**src/rtl/fetch_sequencer.sv**
```systemverilog
// Program-counter and fetch controller for a combinational program memory.
// Registers each fetched instruction, hands it to decode over valid/ready, and redirects or halts.
module fetch_sequencer #(
  parameter int ADDR_WIDTH  = 8,
  parameter int INSTR_WIDTH = 17,
  parameter int CNT_WIDTH   = 16
) (
  input  logic                   inClock,
  input  logic                   inReset,
  input  logic                   inStart,
  input  logic [ADDR_WIDTH-1:0]  inStartAddress,
  input  logic                   inBranchTaken,
  input  logic [ADDR_WIDTH-1:0]  inBranchTarget,
  input  logic [INSTR_WIDTH-1:0] inInstr,
  input  logic                   inReady,
  output logic [ADDR_WIDTH-1:0]  outAddress,
  output logic [INSTR_WIDTH-1:0] outInstr,
  output logic                   outValid,
  output logic [ADDR_WIDTH-1:0]  outPC,
  output logic                   outHalted,
  output logic [CNT_WIDTH-1:0]   outFetchCount
);

  // state | meaning
  // IDLE  | after reset, no fetch until start
  // FETCH | loading instructions, presenting them downstream
  // HALT  | exit instruction seen, waiting for restart

  typedef enum logic [1:0] {IDLE, FETCH, HALT} state_t;

  state_t                 state_q, state_d;
  logic [ADDR_WIDTH-1:0]  pc_q, pc_d;
  logic [INSTR_WIDTH-1:0] instr_q, instr_d;
  logic                   valid_q, valid_d;
  logic [ADDR_WIDTH-1:0]  opc_q, opc_d;
  logic [CNT_WIDTH-1:0]   count_q, count_d;
  logic                   slot_free;
  logic                   is_exit;

  always_ff @(posedge inClock or posedge inReset) begin
    if (inReset) begin
      state_q <= IDLE;
      pc_q    <= '0;
      instr_q <= '0;
      valid_q <= 1'b0;
      opc_q   <= '0;
      count_q <= '0;
    end else begin
      state_q <= state_d;
      pc_q    <= pc_d;
      instr_q <= instr_d;
      valid_q <= valid_d;
      opc_q   <= opc_d;
      count_q <= count_d;
    end
  end

  assign slot_free = !valid_q || inReady;
  assign is_exit   = (inInstr == '0);

  always_comb begin
    state_d = state_q;
    pc_d    = pc_q;
    instr_d = instr_q;
    valid_d = valid_q;
    opc_d   = opc_q;
    count_d = count_q;
    case (state_q)
      IDLE: begin
        if (inStart) begin
          pc_d    = inStartAddress;
          state_d = FETCH;
        end
      end
      FETCH: begin
        // A branch flushes whatever is held, even an instruction being accepted this edge.
        if (inBranchTaken) begin
          pc_d    = inBranchTarget;
          valid_d = 1'b0;
        end else if (slot_free) begin
          if (is_exit) begin
            valid_d = 1'b0;
            state_d = HALT;
          end else begin
            instr_d = inInstr;
            opc_d   = pc_q;
            valid_d = 1'b1;
            pc_d    = pc_q + ADDR_WIDTH'(1);
            if (count_q != '1) count_d = count_q + CNT_WIDTH'(1);
          end
        end
      end
      HALT: begin
        valid_d = 1'b0;
        if (inStart) begin
          pc_d    = inStartAddress;
          state_d = FETCH;
        end
      end
      default: begin
        state_d = IDLE;
        valid_d = 1'b0;
      end
    endcase
  end

  assign outAddress    = pc_q;
  assign outInstr      = instr_q;
  assign outValid      = valid_q;
  assign outPC         = opc_q;
  assign outHalted     = (state_q == HALT);
  assign outFetchCount = count_q;

endmodule

```
**config.mk**
```make
export PLATFORM = sky130hd
export DESIGN_NAME = fetch_sequencer
export DESIGN_NICKNAME = d
export VERILOG_FILES = /design/src/rtl/fetch_sequencer.sv
export SDC_FILE = /design/constraint.sdc
export NUM_CORES = 1
export LEC_CHECK = 0
export ABC_AREA = 1
export CAP_MARGIN = 20
export CORE_ASPECT_RATIO = 0.75
export CORE_MARGIN = 3
export CORE_UTILIZATION = 50
export DETAILED_ROUTE_END_ITERATION = 10
export HOLD_SLACK_MARGIN = 0.12
export PLACE_DENSITY = 0.95
export SLEW_MARGIN = 20
export SYNTH_ARGS = -nofsm -noshare
export SYNTH_HDL_FRONTEND = slang
export SYNTH_SLANG_ARGS = --single-unit
```
**constraint.sdc**
```tcl
create_clock -name inClock -period 2.56 [get_ports inClock]
set_input_delay 0.256 -clock inClock [delete_from_list [all_inputs] [get_ports inClock]]
set_output_delay 0.256 -clock inClock [all_outputs]
set_load 0.1 [all_outputs]
```
# --- After elaboration in Yosys (flattened, before gate mapping) ---
# Cells that the tools add are included.
# W data, S select, Z words.
op_classes:
  n_reduce_logical: 11
  bitwise: 3
  add_sub_neg: 2
  mux: 14
  eq_ne: 9
op_table:
  columns: ["cell", "count"]
  rows:
  - ["$mux W8", 4]
  - ["$logic_not A17 Y1", 1]
  - ["$add A16 B1 Y16 const B", 1]
  - ["$ne A16 B16 Y1 const B", 1]
  - ["$pmux W8 S2", 1]
  - ["$reduce_and A4 Y1", 3]
  - ["$add A8 B1 Y8 const B", 1]
  - ["$mux W2", 4]
  - ["$ne A2 B2 Y1 const B", 3]
  - ["$ne A3 B3 Y1 const B", 2]
  - ["$reduce_and A5 Y1", 1]
  - ["$pmux W2 S2", 1]
  - ["$mux W1", 3]
  - ["$not A1 Y1", 3]
  - ["$eq A2 B1 Y1 const B", 1]
  - ["$eq A2 B2 Y1 const B", 1]
  - ["$logic_not A2 Y1", 1]
  - ["$ne A2 B1 Y1 const B", 1]
  - ["$pmux W1 S2", 1]
  - ["$reduce_and A2 Y1", 1]
  - ["$reduce_bool A2 Y1", 1]
  - ["$reduce_or A2 Y1", 1]
  - ["$logic_not A1 Y1", 1]
  - ["$logic_or A1 B1 Y1", 1]
word_totals:
  in_bits: 38
  out_inout_bits: 51
  word_cells: 45
  reg_bits: 52

# --- Logic depth before layout (Yosys ltp) ---
depth:
  word_depth: 5
  ltp_mapped: 10
  mapped_depth_nobuf: 10

# --- Worst setup path before layout ---
# OpenSTA, ideal clock, no wires.
synth_path:
  path_kind: "register to register"
  from: "reg count_q[0], in the netlist outFetchCount[0]"
  to: "reg count_q[3], in the netlist outFetchCount[3]"
  setup_ns: 0.068
  path_buffers: 2
  slack_ns: 0.326
  required_ns: 2.492
  synth_period_minus_slack_ns: 2.234
  stages_incl_launch_ff: 10
  arrival_ns: 2.166
  cell_sequence: "dfrtp_1 ha_1 nand3_2 nor2_4 nand4_1 nand3_2 buf_6 buf_6 nand2_1 nand2_1"
synth_via:
  elab_chain_len: 2
  elab_cells_between_ends: 3
  cone_classes: "1 x add/sub; 1 x eq/ne; 1 x reduce/logical"
synth_rtl:
  columns: ["item", "line_no", "source"]
  rows:
  - ["start, declared", "36", "logic [CNT_WIDTH-1:0] count_q, count_d;"]
  - ["start signal, assigned", "54", "count_q <= count_d;"]
  - ["parallel branches: the longest is 2 deep, another holds $add A16 B1 Y16", null, null]
# Several ways; the timed one is not identified.
# A chain may end at the register's enable or synchronous reset.

# --- Final worst setup path ---
layout_path:
  from: "reg state_q[0]"
  to: "reg instr_q[16], in the netlist outInstr[16]"
layout_via:
  elab_chain_len: 2
layout_rtl:
  columns: ["item", "line_no", "source"]
  rows:
  - ["start, declared", "31", "state_t state_q, state_d;"]
  - ["start signal, assigned", "49", "state_q <= state_d;"]
  - ["$eq A2 B1 Y1", "68", "case (state_q)"]
  - ["$reduce_and A4 Y1 (no line)", null, null]
  - ["end signal, assigned", "51", "instr_q <= instr_d;"]
  - ["end, declared", "33", "logic [INSTR_WIDTH-1:0] instr_q, instr_d;"]
# No other way between the ends.

==> impl_metrics.json <==
{
  "dieWidth_um": 92.1,
  "power_frac_comb": 0.597,
  "r2r_slack_ns": 0.64,
  "max-vdd-ir-drop_uv": 980,
  "fillCellCount": 387,
  "dp_slack_ns": 0.465,
  "synth_top_cell_by_area": "dfrtp_1",
  "vias": 2757,
  "p_sw_mw": 2.73,
  "core_area_um2": 5120,
  "max_freq_mhz": 520,
  "ant_nets": 0,
  "start_util": 0.543,
  "grt_overflow_total": 0,
  "setup-violations-final": 0,
  "clkPwrFrac": 0.124,
  "post-synth-top-area-fraction": 0.468,
  "syn_inst": 377,
  "worstMarginPinSlew_ns": 0.592,
  "cp_max_fo": 18,
  "p_per_area_nw_per_um2": 1250,
  "htreeDepth": 2,
  "die_area_um2": 6500,
  "r2r_cells": 8,
  "setup_slack_ns": 0.636,
  "gp_congestion": 0.866,
  "worst_ep_required_time_ns": 2.75,
  "antennaDiodeCount": 0,
  "post_cts_buffers": 0,
  "wl_met2_um": 3460,
  "wl_met3_um": 537,
  "final-max-slew-violation-count": 0,
  "synth.avg_cell_area_um2": 7.37,
  "synth_area_leaders": "dfrtp_1 (47%), nand2_1 (20%), nand3_1 (5.8%)",
  "synth_area_um2": 2780,
  "grt_pass1_wl_um": 12200,
  "rsz0062_at_grt": "no",
  "cts_resized": 0,
  "hold_path_class": "in -> async",
  "tritoncts": "built",
  "clk_latency_ns": 0.31,
  "dr.pass1.iters": 4,
  "r2r_end": "outInstr[16]$_DFFE_PP0P_",
  "layout-drive-gt1-share": 0.158,
  "endpoint": "outInstr[16]$_DFFE_PP0P_",
  "holdWs_ns": 0.325,
  "path_class": "reg -> reg",
  "topRoutingLayerUsed": "met4",
  "viasPerCell": 5.10,
  "dp_hpwl_um": 5600,
  "reg2reg_from": "state_q[0]$_DFFE_PP0P_",
  "slew_headroom": 0.605,
  "antenna_found_initial": 0,
  "outcome": "finished, final reports clean",
  "cts.path.max_buffers": 2,
  "utilization": 0.724,
  "grt_max_degree": 30,
  "pwr-share-seq": 0.279,
  "fin_tns_setup_ns": 0,
  "fin_crit_sh": 0.751,
  "wire_per_inst_um": 13.3,
  "cts_sinks": 52,
  "die_y_um": 70.6,
  "numCtsBuffers": 5,
  "clk_pin_slew_ns": 0.10,
  "crit_path_end_kind": "flop",
  "layout_min_cycle_time_ns": 1.92,
  "syn-num-nets": 417,
  "ys_ff_latch": 52,
  "io_buffer_count": 88,
  "finalHoldViolCount": 0,
  "leakagePower_nw": 1.87,
  "grt_pass1_vias": 2625,
  "fin_nets": 508,
  "cts_root_buf": "clkbuf_8",
  "netSwitchingFraction": 0.589,
  "worstPathArrival_ns": 2.11,
  "place_inst": 533,
  "max_cap_violations": 0,
  "routed_wl_um": 7220,
  "io_pins": 89,
  "drt-initial-drc-count": 147,
  "cp-startpoint": "state_q[0]$_DFFE_PP0P_",
  "wl_met1_um": 3140,
  "synth_warnings": 0,
  "synth_cell_types": 24,
  "areaGrowthSynthToFinish_pct": 33.4,
  "num_rows": 22,
  "fin_skew_ns": 0.00804,
  "stdcell_count": 541,
  "intPower_mw": 1.91,
  "grt_usage": 0.230,
  "hold_buffers": 0,
  "drc": 0,
  "cp-start-kind": "flop",
  "seq_area_frac_synth": 0.468
}
state kept, by name, indices dropped and copies added (netlist names):
name           count
outValid           1
state_q            2
outAddress         8
outFetchCount     16
outInstr          17
outPC              8
metrics by stage:
step	instance area (um2)	power [mW]
3_5_place_dp	3600	4.08
4_1_cts	3710	4.64
2_1_floorplan	2780	3.44
3_3_place_gp	3600	4.02
6_report	3710	4.63
5_1_grt	3710	4.85
synth_stat cells:
library cell  instances
nand2_1             148
dfrtp_1              52
nor2_1               41
inv_1                32
nand3_1              32
o21ai_0              24
xnor2_1               9
a21oi_1               5
buf_6                 4
xor2_1                4
buf_2                 3
nor2_4                3
a21boi_0              2
buf_4                 2
clkbuf_1              2
ha_1                  2
nand3_2               2
nand4_1               2
nor3_1                2
o21ai_1               2
buf_1                 1
inv_2                 1
nand2_2               1
o211ai_1              1
final cells by class:
type                       instances  area [um2]  share of cell area
sequential                        52        1300               0.351
multi-input combinational        280        1270               0.342
timing repair buffer              96         813               0.219
inverter                          33         124              0.0334
tap                               72        90.1              0.0243
clock buffer                       6        72.6              0.0196
clock inverter                     2        38.8              0.0105
layout by cell type (no fill, tap or decap), drive strengths merged:
cell / Yosys / routed
a21boi: 2 / 2
bufinv: 0 / 1
clkbuf: 2 / 6
buf: 10 / 59
ha: 2 / 2
xnor2: 9 / 9
nor2: 44 / 44
a21oi: 5 / 5
nand4: 2 / 2
nand3: 34 / 34
nand2: 149 / 149
nor3: 2 / 2
inv: 33 / 34
clkdlybuf4s50: 0 / 37
o21ai: 26 / 26
dfrtp: 52 / 52
xor2: 4 / 4
o211ai: 1 / 1
power by group through the flow:
stage	clock [mW]	sequential [mW]	combinational (mW)
CTS	0.577	1.29	2.78
global route	0.609	1.33	2.90
global placement	0	1.29	2.73
finish	0.574	1.29	2.77
floorplan	0	2.92	0.527
detailed placement	0	1.30	2.77
kinds of logic after synthesis:
group | after synthesis | synth area share
compound gates | 34 | 0.0639
xor+xnor | 13 | 0.0410
flops | 52 | 0.468
simple gates | 231 | 0.342
buf+inv | 45 | 0.0756
fa+ha+maj | 2 | 0.00900
layer usage:
layer / vias to the layer above / track usage
met5: - / 0
met4: 0 / 0.0577
met3: 8 / 0.0531
met2: 108 / 0.394
met1: 1284 / 0.299
li1: 1357 / -
worst max-delay path, cell delays in order (launching register included):
cell	delay, ns
dfrtp_1	0.45
inv_2	0.19
nor2_4	0.16
nand2_2	0.11
nor2_4	0.27
nand2_1	0.24
buf_4	0.25
nand2_1	0.06
o21ai_0	0.07
worst min path at each step:
stage	to
2_1_floorplan	outInstr[0]$_DFFE_PP0P_
3_3_place_gp	outPC[2]$_DFFE_PP0P_
3_5_place_dp	outPC[2]$_DFFE_PP0P_
4_1_cts	outInstr[12]$_DFFE_PP0P_
5_1_grt	outInstr[12]$_DFFE_PP0P_
6_report	outInstr[3]$_DFFE_PP0P_
No activity file was read; power rests on OpenSTA's default activity.
